===== config.mk =====
export PLATFORM = sky130hd
export DESIGN_NAME = image_upscale_writer
export DESIGN_NICKNAME = d
export VERILOG_FILES = /design/src/rtl/image_upscale_writer.sv
export SDC_FILE = /design/constraint.sdc
export NUM_CORES = 1
export LEC_CHECK = 0
export CAP_MARGIN = 15
export CORE_MARGIN = 4
export CORE_UTILIZATION = 35
export CTS_CLUSTER_DIAMETER = 60
export DETAILED_ROUTE_END_ITERATION = 16
export DONT_BUFFER_PORTS = 1
export SYNTH_ARGS = -nofsm -noshare
export SYNTH_HDL_FRONTEND = slang
export SYNTH_SLANG_ARGS = --single-unit
export TNS_END_PERCENT = 1

===== constraint.sdc =====
create_clock -name clk -period 7.2 [get_ports clk]
set_input_delay 1.44 -clock clk [delete_from_list [all_inputs] [get_ports clk]]
set_output_delay 1.44 -clock clk [all_outputs]
set_load 0.05 [all_outputs]

===== src/rtl/image_upscale_writer.sv =====
// Nearest-neighbour upscaler: buffers one source row, replays it SCALE times as SCALExSCALE blocks
// to the frame-buffer write port. Define UPSCALE_GRID_EN for the debug grid overlay.
module image_upscale_writer #(
  parameter int unsigned SRC_W     = 80,
  parameter int unsigned SRC_H     = 60,
  parameter int unsigned SCALE     = 8,
  parameter logic [22:0] BASE_ADDR = 23'h000000
) (
  input  logic        clk,
  input  logic        rst_n,
  input  logic        start_i,
  input  logic        src_valid_i,
  input  logic [7:0]  src_data_i,
  output logic        src_ready_o,
  output logic        wr_en_o,
  output logic [22:0] wr_addr_o,
  output logic [7:0]  wr_data_o,
  input  logic        wr_wait_i,
  output logic        busy_o,
  output logic        done_o
);

  localparam int unsigned XW = (SRC_W > 1) ? $clog2(SRC_W) : 1;
  localparam int unsigned YW = (SRC_H > 1) ? $clog2(SRC_H) : 1;
  localparam int unsigned SW = (SCALE > 1) ? $clog2(SCALE) : 1;
  localparam logic [XW-1:0] XMax = XW'(SRC_W - 1);
  localparam logic [YW-1:0] YMax = YW'(SRC_H - 1);
  localparam logic [SW-1:0] SMax = SW'(SCALE - 1);

  typedef enum logic [1:0] {StIdle, StLoad, StEmit, StDone} state_e;

  state_e        state_q;
  logic          src_ready_q;
  logic          wr_en_q;
  logic [22:0]   wr_addr_q;
  logic [7:0]    wr_data_q;
  logic          busy_q;
  logic          done_q;
  logic [XW-1:0] load_x_q;
  logic [XW-1:0] src_x_q;
  logic [SW-1:0] sub_x_q;
  logic [SW-1:0] sub_y_q;
  logic [YW-1:0] src_row_q;

  logic [7:0]    line_buf_q [SRC_W];

  logic          load_hs;
  logic          row_end;
  logic [XW-1:0] src_x_nxt;
  logic [SW-1:0] sub_x_nxt;
  logic [SW-1:0] sub_y_nxt;
  logic [7:0]    pix_nxt;
  logic [7:0]    first_pix;

  // src_ready_q is only ever high in StLoad, so this is the load handshake.
  assign load_hs = src_valid_i & src_ready_q;

  always_ff @(posedge clk) begin
    if (load_hs) begin
      line_buf_q[load_x_q] <= src_data_i;
    end
  end

  // Position and pixel of the write that follows the one currently presented.
  always_comb begin
    row_end   = (src_x_q == XMax) && (sub_x_q == SMax);
    sub_x_nxt = sub_x_q + 1'b1;
    src_x_nxt = src_x_q;
    if (sub_x_q == SMax) begin
      sub_x_nxt = '0;
      src_x_nxt = row_end ? '0 : src_x_q + 1'b1;
    end
    sub_y_nxt = row_end ? sub_y_q + 1'b1 : sub_y_q;
    pix_nxt   = line_buf_q[src_x_nxt];
`ifdef UPSCALE_GRID_EN
    if (sub_x_nxt == '0 || sub_y_nxt == '0) begin
      pix_nxt = 8'hFF;
    end
`endif
  end

  // First pixel of a row; bypass the buffer when entry 0 is being written this very cycle.
  always_comb begin
    first_pix = (load_x_q == '0) ? src_data_i : line_buf_q[0];
`ifdef UPSCALE_GRID_EN
    first_pix = 8'hFF;
`endif
  end

  always_ff @(posedge clk) begin
    if (!rst_n) begin
      state_q     <= StIdle;
      src_ready_q <= 1'b0;
      wr_en_q     <= 1'b0;
      wr_addr_q   <= '0;
      wr_data_q   <= '0;
      busy_q      <= 1'b0;
      done_q      <= 1'b0;
      load_x_q    <= '0;
      src_x_q     <= '0;
      sub_x_q     <= '0;
      sub_y_q     <= '0;
      src_row_q   <= '0;
    end else begin
      done_q <= 1'b0;
      unique case (state_q)
        StIdle: begin
          if (start_i) begin
            state_q     <= StLoad;
            src_ready_q <= 1'b1;
            busy_q      <= 1'b1;
            wr_addr_q   <= BASE_ADDR;
            load_x_q    <= '0;
            src_x_q     <= '0;
            sub_x_q     <= '0;
            sub_y_q     <= '0;
            src_row_q   <= '0;
          end
        end
        StLoad: begin
          if (load_hs) begin
            if (load_x_q == XMax) begin
              state_q     <= StEmit;
              src_ready_q <= 1'b0;
              wr_en_q     <= 1'b1;
              wr_data_q   <= first_pix;
              load_x_q    <= '0;
              src_x_q     <= '0;
              sub_x_q     <= '0;
              sub_y_q     <= '0;
            end else begin
              load_x_q <= load_x_q + 1'b1;
            end
          end
        end
        StEmit: begin
          if (!wr_wait_i) begin
            // Destination is row-major and contiguous, so the address simply counts up.
            wr_addr_q <= wr_addr_q + 23'd1;
            wr_data_q <= pix_nxt;
            sub_x_q   <= sub_x_nxt;
            src_x_q   <= src_x_nxt;
            if (row_end && sub_y_q == SMax) begin
              wr_en_q <= 1'b0;
              sub_y_q <= '0;
              if (src_row_q == YMax) begin
                state_q <= StDone;
                done_q  <= 1'b1;
              end else begin
                state_q     <= StLoad;
                src_ready_q <= 1'b1;
                src_row_q   <= src_row_q + 1'b1;
              end
            end else begin
              sub_y_q <= sub_y_nxt;
            end
          end
        end
        StDone: begin
          busy_q  <= 1'b0;
          state_q <= StIdle;
        end
        default: state_q <= StIdle;
      endcase
    end
  end

  assign src_ready_o = src_ready_q;
  assign wr_en_o     = wr_en_q;
  assign wr_addr_o   = wr_addr_q;
  assign wr_data_o   = wr_data_q;
  assign busy_o      = busy_q;
  assign done_o      = done_q;

endmodule

==> impl_results.md, run 1 <==
* Horizontal die dimension at approximately 300 um
* Placed wire-length estimate at about 46000 um
* Total detailed-routing wirelength at roughly 76000 um
* Number of placed cells counting well taps at between 3000 and 4000
* Critical Path Start Type: flip-flop
* Fraction of the yosys area taken by sequential cells at 0.709
* Number of setup violations in the final report at 0
* Number of hold-repair buffers added at the cts stage at 0
* Fin cells at around 3300
* Setup repair after global routing missed its margin: no
* Initial antenna violation count at 1
* Synth Area in Simple Gates at 0.128
* Req. time, crit path at slightly below 8 ns
* FILL cells at approximately 7600
* Mean instance size in the synthesized netlist at between 10 and 15 um^2
* Final Power at 8.47 mW
* Final Cycle Share at 0.679
* Arrival time reported for the critical path endpoint at ~5.4 ns
* Most frequent standard cell in the layout excluding fill and tap cells: sky130_fd_sc_hd__edfxtp_1
* Clk_lat worst skew at between 0.6 and 0.7 ns
* Most common flop cell mapped by yosys: sky130_fd_sc_hd__edfxtp_1
* Largest net degree at the start of global routing at 82
* Multiplexer fraction of the synthesized cell area at 0.0445
* Number of buffers added on ports at 0
* Bufs on Longest Clock Path at 3
* Worst Tran Pin Value at between 1 and 1.5 ns
* Number of different library cells in the post-synthesis netlist at 77
* Dominant cell type by area after synthesis: sky130_fd_sc_hd__edfxtp_1
* Via count normalized by instance count at roughly 5.5
* Maximum vdd drop at around 150 uV
* Average wire per standard cell at about 23 um
* Overflow left after global routing at 0
* Synth top area cells: sky130_fd_sc_hd__edfxtp_1 66%, sky130_fd_sc_hd__nand2_1 5.4%, sky130_fd_sc_hd__dfxtp_1 4.4%, sky130_fd_sc_hd__mux2i_1 3.1%, sky130_fd_sc_hd__nand3_1 2.3%
* Wire length of the first global-routing pass at approximately 110000 um
* Commonest cells after routing, fill and taps aside: 640 x sky130_fd_sc_hd__edfxtp_1, 418 x sky130_fd_sc_hd__nand2_1, 151 x sky130_fd_sc_hd__nor2_1
* Final count of pins violating max slew at 0
* Ys async rst share at 0
* Setup crit end kind: flip-flop
* Final Instance Area at approximately 0.032 mm^2
* Fraction of the mapped netlist area in compound gates at 0.0793
* Syn. warnings at 0
* Count of flip-flops with a built-in enable after synthesis at between 600 and 700
* Number of gates resized after CTS at 0
* Number of detailed-routing iterations run before antenna repair at 6
* Post-Syn Area at between 0.02 and 0.03 mm^2
* GRT Util Overall at 0.171
* DR iter-0 viols at 2043
* Dominant combinational cell family by area after synthesis: simple AND/OR/NAND/NOR gates
* Share of post-route cells with drive strength above 1 at 0.0795
* Fraction of synthesized cell area taken by the top area cell type at 0.665
* Max cap viols at 0
* Effective utilization at floorplan at 0.353
* CP max FO at 21
* DR vias at ~18000
* Area enclosed by the die boundary at 0.0872 mm^2
* DR DRC count at 0
* Fmax at just over 200 MHz
* Min-Delay Path Class: flip-flop to flip-flop
* Status: finished, final reports clean
* Clock root buffer master: sky130_fd_sc_hd__clkbuf_16
* Clock Skews at around 0.017 ns
* Ports placed on the boundary at between 40 and 50
* Placeable core region at 0.0820 mm^2
* Clock-pin slew on the worst setup and hold paths at 0.06 ns
* Xor-xnor portion of the synthesized cell area at 0.00939
* Die height at 295 um
* Number of buffers inserted to repair setup after CTS at 0
* Leak at 10.6 nW
* CTS tree: yes
* Period minus WS final at between 4 and 5 ns
* Worst Setup Path Type: flip-flop to flip-flop
* Post-route antenna net violation count at 0
* Antenna diodes at 0
* CTS Buf Count at between 70 and 80
* Layout overhead on the synthesized area at 11.6%
* Number of cells produced by synthesis at 2164
* Placement Rows at 105
* Number of global-route vias before repair at ~17000
* Hold violation total from the final report at 0
* Headroom to the max-slew limit at 0.213
* Total number of nets in the final design at 2160
* Sum Neg Setup Slack at 0 ns
* Total nets after synthesis at ~2200
* Synth Register Bits at 703
* Total number of H-tree levels at 3
* Final weighted congestion in routability-driven placement at around 0.9
* Sinks on Clock Net at about 700
* Post-Place Cell Area at just under 0.03 mm^2
* Share of synthesized cell area in full adder, half adder and majority cells at 0.00390
* P per Cell Area at 262 mW/mm^2
[logic make-up (layout without fill, tap and decap cells)]
family / count (synthesis) / count (layout)
XOR/XNOR: 31 / 31
buffers and inverters: 136 / 174
AO/OA/AOI/OAI: 343 / 343
multiplexers: 108 / 108
flip-flops: 703 / 703
adder cells (fa/ha/maj): 9 / 9
AND/OR/NAND/NOR: 834 / 834
[state kept, by name, indices dropped and copies added, names as in the netlist, 2 cells and up]
name and flops:
line_buf_q 640, load_x_q 7, src_row_q 6, src_x_q 7
state_q 2, sub_x_q 3, sub_y_q 3, wr_addr_o 23
wr_data_o 8
[routing by layer]
| layer | part of all wire | GRT usage | vias up |
|---|---|---|---|
| met5 | 0 | 0 | - |
| met4 | 0.029 | 0.0592 | 0 |
| met3 | 0.081 | 0.0318 | 123 |
| met2 | 0.46 | 0.269 | 735 |
| met1 | 0.43 | 0.241 | 9059 |
| li1 | - | - | 8070 |
[Yosys cell counts (4+ instances only)]
cell and n:
sky130_fd_sc_hd__clkbuf_1 35, sky130_fd_sc_hd__nor4_1 8, sky130_fd_sc_hd__and2_1 7, sky130_fd_sc_hd__a221oi_1 16
sky130_fd_sc_hd__buf_4 22, sky130_fd_sc_hd__buf_2 51, sky130_fd_sc_hd__mux4_2 16, sky130_fd_sc_hd__dfxtp_1 63
sky130_fd_sc_hd__o221ai_1 7, sky130_fd_sc_hd__nor3_1 11, sky130_fd_sc_hd__nand2_1 418, sky130_fd_sc_hd__and4b_1 8
sky130_fd_sc_hd__buf_6 13, sky130_fd_sc_hd__or3_1 4, sky130_fd_sc_hd__buf_1 5, sky130_fd_sc_hd__nand3_1 133
sky130_fd_sc_hd__a32oi_1 17, sky130_fd_sc_hd__o21ai_0 55, sky130_fd_sc_hd__mux2i_1 89, sky130_fd_sc_hd__a311oi_1 23
sky130_fd_sc_hd__xnor2_1 8, sky130_fd_sc_hd__inv_1 10, sky130_fd_sc_hd__o22ai_1 24, sky130_fd_sc_hd__nand4_1 12
sky130_fd_sc_hd__and3_1 24, sky130_fd_sc_hd__o211ai_1 4, sky130_fd_sc_hd__ha_1 9, sky130_fd_sc_hd__a22oi_1 10
sky130_fd_sc_hd__nor2_1 152, sky130_fd_sc_hd__nor2b_1 30, sky130_fd_sc_hd__a21oi_1 93, sky130_fd_sc_hd__xor2_1 23
sky130_fd_sc_hd__edfxtp_1 640, sky130_fd_sc_hd__a31oi_1 38, sky130_fd_sc_hd__nand2b_1 5, sky130_fd_sc_hd__a211oi_1 20
[area by class of cell]
class	instances	area [um^2]	area share
repair buffers	22	165	0.00512
clock inverters	44	539	0.0167
clock buffers	98	2010	0.0622
well taps	1070	1340	0.0415
multi-input cells	1325	7700	0.239
flip-flops and latches	703	20500	0.635
inverters	10	37.5	0.00116
[critical path, cell delays in order (launching register included)]
cell	delay [ns]
sky130_fd_sc_hd__dfxtp_1	0.85
sky130_fd_sc_hd__ha_1	0.50
sky130_fd_sc_hd__nand3b_1	0.50
sky130_fd_sc_hd__a21oi_2	1.05
sky130_fd_sc_hd__nand2_1	0.74
sky130_fd_sc_hd__a21oi_1	0.38
sky130_fd_sc_hd__nor4_1	0.11
sky130_fd_sc_hd__a21oi_1	0.21
sky130_fd_sc_hd__and4b_1	0.28
sky130_fd_sc_hd__a31oi_1	0.16
[per-stage QoR]
step	utilization	hold WS, ns	worst slack (ns)
after floorplan	-	0.480	4.03
after global placement	0.362	0.502	2.16
after detailed placement	0.362	0.517	2.51
after CTS	0.393	0.533	2.48
after global routing	0.394	0.583	2.08
final	0.394	0.525	2.31
[power by group]
| part | switching (mW) | internal (mW) | leakage (nW) |
|---|---|---|---|
| clock network | 1.61 | 2.36 | 1.24 |
| logic | 0.0315 | 0.0152 | 3.13 |
| registers | 0.00938 | 4.45 | 6.26 |
[path summary, 6_finish.rpt]
| kind | start | to | slack [ns] | cells after the start |
|---|---|---|---|---|
| worst max-delay path | src_x_q[0] | wr_data_o[3] | 2.31 | 9 |
| worst min register to register | src_row_q[5] | src_row_q[5] | 0.53 | 2 |
| worst max register to register | src_x_q[0] | wr_data_o[3] | 2.31 | 9 |
| worst min-delay path | src_row_q[5] | src_row_q[5] | 0.53 | 2 |
(Power assumes the default switching activity.)
==> run 2: changes to the inputs <==
==> constraint.sdc (replaced) <==
create_clock -name clk -period 4.15 [get_ports clk]
set_input_delay 0.83 -clock clk [delete_from_list [all_inputs] [get_ports clk]]
set_output_delay 0.83 -clock clk [all_outputs]
set_load 0.05 [all_outputs]
==> run 2 against run 1 <==
  * Sequential power rose by 73%
  * Final area increased by 0.98%
  * Via count rose by 0.66%
  * Wire length hardly changed
  * Core utilization increased by 0.38 points
  * Highest routed layer unchanged
  * Critical path type unchanged
  * Critical path depth is 2 higher
==> impl_results.md, run 2 (same netlist as run 1, synthesis figures left out) <==
* Largest net degree at the start of global routing at 85 (+3.7%)
* Met1 Usage GRT at 0.230 (-0.0112)
* Fin cells at 3305 (+1.0%)
* Global routing met3 resource utilization at 0.0346 (+0.00278)
* DR iter-0 viols at 1672 (-18%)
* CP max FO at 40 (+90%)
* Layer with the highest usage after global routing: met2
* GRT Util Overall at 0.171 (about the same)
* Req. time, crit path at 4.70 ns (-3.04 ns)
* Setup repair after global routing missed its margin: no
* Placeable core region at 0.0820 mm^2 (unchanged)
* Highest-delay cell along the critical path: sky130_fd_sc_hd__ha_1
* Max cap viols at 0 (unchanged)
* Length in cells of the worst reg-to-reg path at 11 (+2)
* Total number of H-tree levels at 3 (unchanged)
* Number of buffers added on ports at 0 (unchanged)
* DR DRC count at 0 (unchanged)
* Maximum vdd drop at 305 uV (+100%)
* Most frequent standard cell in the layout excluding fill and tap cells: sky130_fd_sc_hd__edfxtp_1
* Routing usage on met2 at 0.280 (+0.0109)
* Sinks on Clock Net at 703 (unchanged)
* Ports placed on the boundary at 48 (unchanged)
* Number of setup violations in the final report at 0 (unchanged)
* Worst Setup Path Type: flip-flop to flip-flop
* Clk_lat worst skew at 0.63 ns (about the same)
* Period minus WS final at 3.92 ns (-0.965 ns)
* Fmax at 255 MHz (+25%)
* Total number of nets in the final design at 2202 (+1.9%)
* Commonest cells after routing, fill and taps aside: 640 x sky130_fd_sc_hd__edfxtp_1, 418 x sky130_fd_sc_hd__nand2_1, 151 x sky130_fd_sc_hd__nor2_1
* DR vias at 18106 (+0.66%)
* Stage delay of the slowest cell on the critical path at 0.55 ns (-0.50 ns)
* Number of gates resized after CTS at 0 (unchanged)
* Initial antenna violation count at 0 (-1)
* Sum Neg Setup Slack at 0 ns (unchanged)
* Setup crit end kind: flip-flop
* Die height at 295 um (unchanged)
* Critical Path Start Type: flip-flop
* Area enclosed by the die boundary at 0.0872 mm^2 (unchanged)
* CTS Buf Count at 73 (-3.9%)
* Placed wire-length estimate at 47000 um (+1.3%)
* Wire length of the first global-routing pass at 113000 um (+0.17%)
* Leak at 10.8 nW (+1.9%)
* Post-route antenna net violation count at 0 (unchanged)
* Clock root buffer master: sky130_fd_sc_hd__clkbuf_16
* Path length in cells of the critical path at 11 (+2)
* Layout overhead on the synthesized area at 12.7%
* Bufs on Longest Clock Path at 3 (unchanged)
* Flip-flop count of the largest register, all copies and words added at 640 (unchanged)
* Status: finished, final reports clean
* Critical Path, Cell by Cell: ha_1 > ha_1 > and4_4 > a21o_4 > buf_4 > nand2_1 > a32oi_1 > a31oi_1 > a311oi_1 > o221ai_1 > a31oi_1
* Number of buffers inserted to repair setup after CTS at 0 (unchanged)
* Placement Rows at 105 (unchanged)
* Final weighted congestion in routability-driven placement at 0.914 (+3.0%)
* CTS tree: yes
* Worst Tran Pin Value at 1.09 ns (-0.0946 ns)
* Buf+Inv Stages, Crit Path at 1 (+1)
* Final count of pins violating max slew at 0 (unchanged)
* Number of global-route vias before repair at 17472 (+1.5%)
* Final Cycle Share at 0.945 (+0.266)
* Clock Skews at 0.0278 ns (+0.0106 ns)
* Clock-pin slew on the worst setup and hold paths at 0.06 ns (about the same)
* Number of detailed-routing iterations run before antenna repair at 6 (unchanged)
* Hold violation total from the final report at 0 (unchanged)
* Largest register by flop count: line_buf_q
* Via count normalized by instance count at 5.48 (-0.34%)
* Number of hold-repair buffers added at the cts stage at 0 (unchanged)
* Instance count along the most critical hold path at 0 (-2)
* Overflow left after global routing at 0 (unchanged)
* Average wire per standard cell at 22.9 um (-1.1%)
* Share of post-route cells with drive strength above 1 at 0.100 (+0.0208)
* Horizontal die dimension at 295 um (unchanged)
* P per Cell Area at 443 mW/mm^2 (+69%)
* Effective utilization at floorplan at 0.353 (unchanged)
* Min-Delay Path Class: input pin to flip-flop
* Headroom to the max-slew limit at 0.276 (+0.0630)
* Number of placed cells counting well taps at 3175 (+1.5%)
* Total detailed-routing wirelength at 75800 um (about the same)
* Cell family with the largest share of critical-path delay: compound AO/OA/AOI/OAI gates
* Antenna diodes at 0 (unchanged)
* Arrival time reported for the critical path endpoint at 4.47 ns (-0.96 ns)
run 2: cell count changes in the layout (fill, tap and decap cells not counted), moves of 7 or more:
cell                       delta
sky130_fd_sc_hd__buf_12       +7
sky130_fd_sc_hd__buf_4       +39
sky130_fd_sc_hd__clkbuf_1     -7
sky130_fd_sc_hd__clkbuf_8     +7
sky130_fd_sc_hd__clkinv_1     -9
run 2: final timing paths:
| path | to | from | slack [ns] |
|---|---|---|---|
| min reg2reg | sub_y_q[1] | sub_y_q[1] | 0.53 |
| min | line_buf_q[47][5] | src_data_i[5] | 0.32 |
| max | wr_data_o[5] | sub_x_q[0] | 0.23 |
| max reg2reg | wr_data_o[5] | sub_x_q[0] | 0.23 |
run 2: area by class of cell:
| class | count | area [um^2] |
|---|---|---|
| fill | 7525 | 49400 |
| inverter | 10 | 37.5 |
| clock inverter | 34 | 409 |
| sequential | 703 | 20500 |
| tap | 1070 | 1340 |
| timing repair buffer | 67 | 591 |
| multi-input combinational | 1325 | 7700 |
| clock buffer | 96 | 2030 |
run 2: layer usage:
layer,routed length [um],part of all wire,vias to the layer above
li1,-,-,8128
met1,31400,0.41,9076
met2,36000,0.47,790
met3,6210,0.082,112
met4,2150,0.028,0
met5,0,0,-
run 2: metrics by stage:
| stage | cell area, um^2 | util | setup WS, ns | power [mW] | hold slack (ns) |
|---|---|---|---|---|---|
| finish | 32600 | 0.397 | 0.227 | 14.4 | 0.322 |
| CTS | 32600 | 0.397 | 0.323 | 14.5 | 0.291 |
| floorplan | 28900 | - | 1.53 | 7.95 | 0.480 |
| detailed placement | 30100 | 0.368 | 0.304 | 7.97 | 0.514 |
| global route | 32600 | 0.397 | 0.115 | 14.9 | 0.304 |
| global placement | 30100 | 0.368 | 0.389 | 7.97 | 0.498 |
run 2: power by group:
group          switching, mW  internal [mW]
clock                   2.72           3.90
combinational         0.0589         0.0289
sequential            0.0132           7.72
total                   2.80           11.7
==> run 3: changes to the inputs <==
==> constraint.sdc (replaced) <==
create_clock -name clk -period 4.7 [get_ports clk]
set_input_delay 0.94 -clock clk [delete_from_list [all_inputs] [get_ports clk]]
set_output_delay 0.94 -clock clk [all_outputs]
set_load 0.05 [all_outputs]
==> run 3 against run 2 <==
  * Flip-flop and latch count did not move
  * Clock power fell by 13%
  * Core utilization fell by 0.32 points
  * Total power fell by 12%
  * Worst hold slack improved by 0.12 ns
  * Die area did not move
  * Critical path depth rose by 1
  * Via count barely moved
  * Sequential share of layout area rose by 0.51 points
  * Final area fell by 0.81%
  * Clock skew fell by 0.0035 ns
  * Critical endpoint is now wr_data_o[4]
  * Highest routed layer unchanged
==> impl_results.md, run 3 (same netlist as run 1, synthesis figures left out) <==
* Largest net degree at the start of global routing at 82 (-3.5%)
* Final weighted congestion in routability-driven placement at 0.881 (-3.6%)
* Length in cells of the worst reg-to-reg path at 12 (+1)
* Req. time, crit path at 5.25 ns (+0.55 ns)
* Placed wire-length estimate at 47600 um (+1.4%)
* Flop2flop setup slack at 0.43 ns (+0.20 ns)
* CP max FO at 58 (+45%)
* Final count of pins violating max slew at 0 (unchanged)
* Final Power at 12.7 mW (-12%)
* Sinks on Clock Net at 703 (unchanged)
* Number of setup violations in the final report at 0 (unchanged)
* Number of placed cells counting well taps at 3145 (-0.94%)
* Horizontal die dimension at 295 um (unchanged)
* Min-Delay Path Class: input pin to flip-flop
* Average wire per standard cell at 23.6 um (+2.9%)
* Number of buffers inserted to repair setup after CTS at 0 (unchanged)
* Clk_lat worst skew at 0.62 ns (about the same)
* Setup repair after global routing missed its margin: no
* Die height at 295 um (unchanged)
* DR DRC count at 0 (unchanged)
* Endpoint of the worst register-to-register path: wr_data_o[4]
* Effective utilization at floorplan at 0.353 (unchanged)
* Worst r2r src: sub_x_q[0]
* Headroom to the max-slew limit at 0.279 (+0.00216)
* Number of buffers added on ports at 0 (unchanged)
* Wire length of the first global-routing pass at 114000 um (+1.3%)
* Max cap viols at 0 (unchanged)
* Leak at 10.7 nW (-1.4%)
* Bufs on Longest Clock Path at 3 (unchanged)
* Hold violation total from the final report at 0 (unchanged)
* Total detailed-routing wirelength at 77500 um (+2.3%)
* Total number of nets in the final design at 2176 (-1.2%)
* Fin cells at 3285 (-0.61%)
* Stage delay of the slowest cell on the critical path at 0.57 ns (+0.02 ns)
* Layout overhead on the synthesized area at 11.8%
* Setup crit end kind: flip-flop
* Instance count along the most critical hold path at 0 (unchanged)
* Overflow left after global routing at 0 (unchanged)
* Share of post-route cells with drive strength above 1 at 0.0872 (-0.0131)
* Critical Path Start Type: flip-flop
* Area enclosed by the die boundary at 0.0872 mm^2 (unchanged)
* P per Cell Area at 392 mW/mm^2 (-12%)
* Status: finished, final reports clean
* Cell family with the largest share of critical-path delay: compound AO/OA/AOI/OAI gates
* FILL cells at 7611 (+1.1%)
* Via count normalized by instance count at 5.51 (+0.56%)
* Number of gates resized after CTS at 0 (unchanged)
* GRT Util Overall at 0.175 (+0.00328)
* Final Cycle Share at 0.908 (-0.0371)
* DR vias at 18097 (-0.050%)
* Largest register by flop count: line_buf_q
* Post-route antenna net violation count at 0 (unchanged)
* Highest-delay cell along the critical path: sky130_fd_sc_hd__buf_4
* Clock Skews at 0.0243 ns (-0.00351 ns)
* Most frequent standard cell in the layout excluding fill and tap cells: sky130_fd_sc_hd__edfxtp_1
* Number of hold-repair buffers added at the cts stage at 0 (unchanged)
* Period minus WS final at 4.27 ns (+0.345 ns)
* Placeable core region at 0.0820 mm^2 (unchanged)
* Number of detailed-routing iterations run before antenna repair at 6 (unchanged)
* Final Instance Area at 0.0323 mm^2 (-0.81%)
* Sum Neg Setup Slack at 0 ns (unchanged)
* Initial antenna violation count at 1 (+1)
* Flip-flop count of the largest register, all copies and words added at 640 (unchanged)
* CTS tree: yes
* Total number of H-tree levels at 3 (unchanged)
* Number of global-route vias before repair at 17716 (+1.4%)
* Commonest cells after routing, fill and taps aside: 640 x sky130_fd_sc_hd__edfxtp_1, 418 x sky130_fd_sc_hd__nand2_1, 151 x sky130_fd_sc_hd__nor2_1
* Worst Setup Path Type: flip-flop to flip-flop
* Clock-pin slew on the worst setup and hold paths at 0.06 ns (about the same)
* Placement Rows at 105 (unchanged)
* Worst Tran Pin Value at 1.08 ns (-0.00325 ns)
* Ports placed on the boundary at 48 (unchanged)
* Fmax at 234 MHz (-8.1%)
* CTS Buf Count at 76 (+4.1%)
* Critical Path, Cell by Cell: ha_1 > ha_1 > buf_4 > a21bo_2 > and2_2 > buf_4 > nand2_1 > a311oi_1 > a31oi_1 > o21ai_0 > a211oi_1 > a31oi_1
* Worst Min Path Start: src_data_i[4]
* Post-Place Cell Area at 0.0299 mm^2 (-0.81%)
* DR iter-0 viols at 1934 (+16%)
* Clock root buffer master: sky130_fd_sc_hd__clkbuf_16
* Worst-case hold path end point: line_buf_q[16][4]
* Maximum vdd drop at 207 uV (-32%)
* Buf+Inv Stages, Crit Path at 2 (+1)
* Arrival time reported for the critical path endpoint at 4.82 ns (+0.35 ns)
==> run 3: cell count changes in the layout (fill, tap and decap cells not counted), sizes merged <==
| cell | delta |
|---|---|
| clkbuf | +8 |
| bufinv | -3 |
| buf | -30 |
| inv | -2 |
| clkinv | +10 |
| diode | +1 |
| clkinvlp | -4 |
==> run 3: stage by stage <==
step	worst slack (ns)	hold slack, ns	util
after floorplan	2.03	0.480	-
after global placement	0.658	0.497	0.365
after detailed placement	0.554	0.521	0.365
after CTS	0.531	0.406	0.394
after global routing	0.362	0.409	0.394
final	0.432	0.441	0.394
==> run 3: area by class of cell <==
class,instances,area (um^2),share of cell area
Antenna cell,1,2.50,0.0000774
Clock buffer,103,2110,0.0652
Clock inverter,35,300,0.00929
Inverter,10,37.5,0.00116
Multi-Input combinational cell,1325,7700,0.238
Sequential cell,703,20500,0.634
Tap cell,1070,1340,0.0414
Timing Repair Buffer,38,348,0.0108
==> run 3: report_power, final <==
| group | internal, mW | leakage (nW) | total, mW | switching, mW |
|---|---|---|---|---|
| combinational | 0.0233 | 3.23 | 0.0719 | 0.0486 |
| sequential | 6.82 | 6.26 | 6.83 | 0.0145 |
| clock | 3.37 | 1.19 | 5.77 | 2.40 |
==> run 3: layer usage <==
metal | vias up | global-route usage | wire length, um
li1 | 8113 | - | -
met1 | 9090 | 0.235 | 32300
met2 | 770 | 0.282 | 36400
met3 | 124 | 0.0410 | 6730
met4 | 0 | 0.0569 | 2060
met5 | - | 0 | 0
==> run 3: worst max path at each step <==
| stage | startpoint | end | slack, ns | cells after the start |
|---|---|---|---|---|
| floorplan | wr_wait_i | wr_addr_o[22] | 2.03 | 8 |
| global placement | sub_x_q[0] | wr_data_o[4] | 0.66 | 11 |
| detailed placement | sub_x_q[0] | wr_data_o[4] | 0.55 | 12 |
| CTS | sub_x_q[0] | wr_data_o[4] | 0.53 | 12 |
| global route | sub_x_q[0] | wr_data_o[2] | 0.36 | 13 |
| finish | sub_x_q[0] | wr_data_o[4] | 0.43 | 12 |
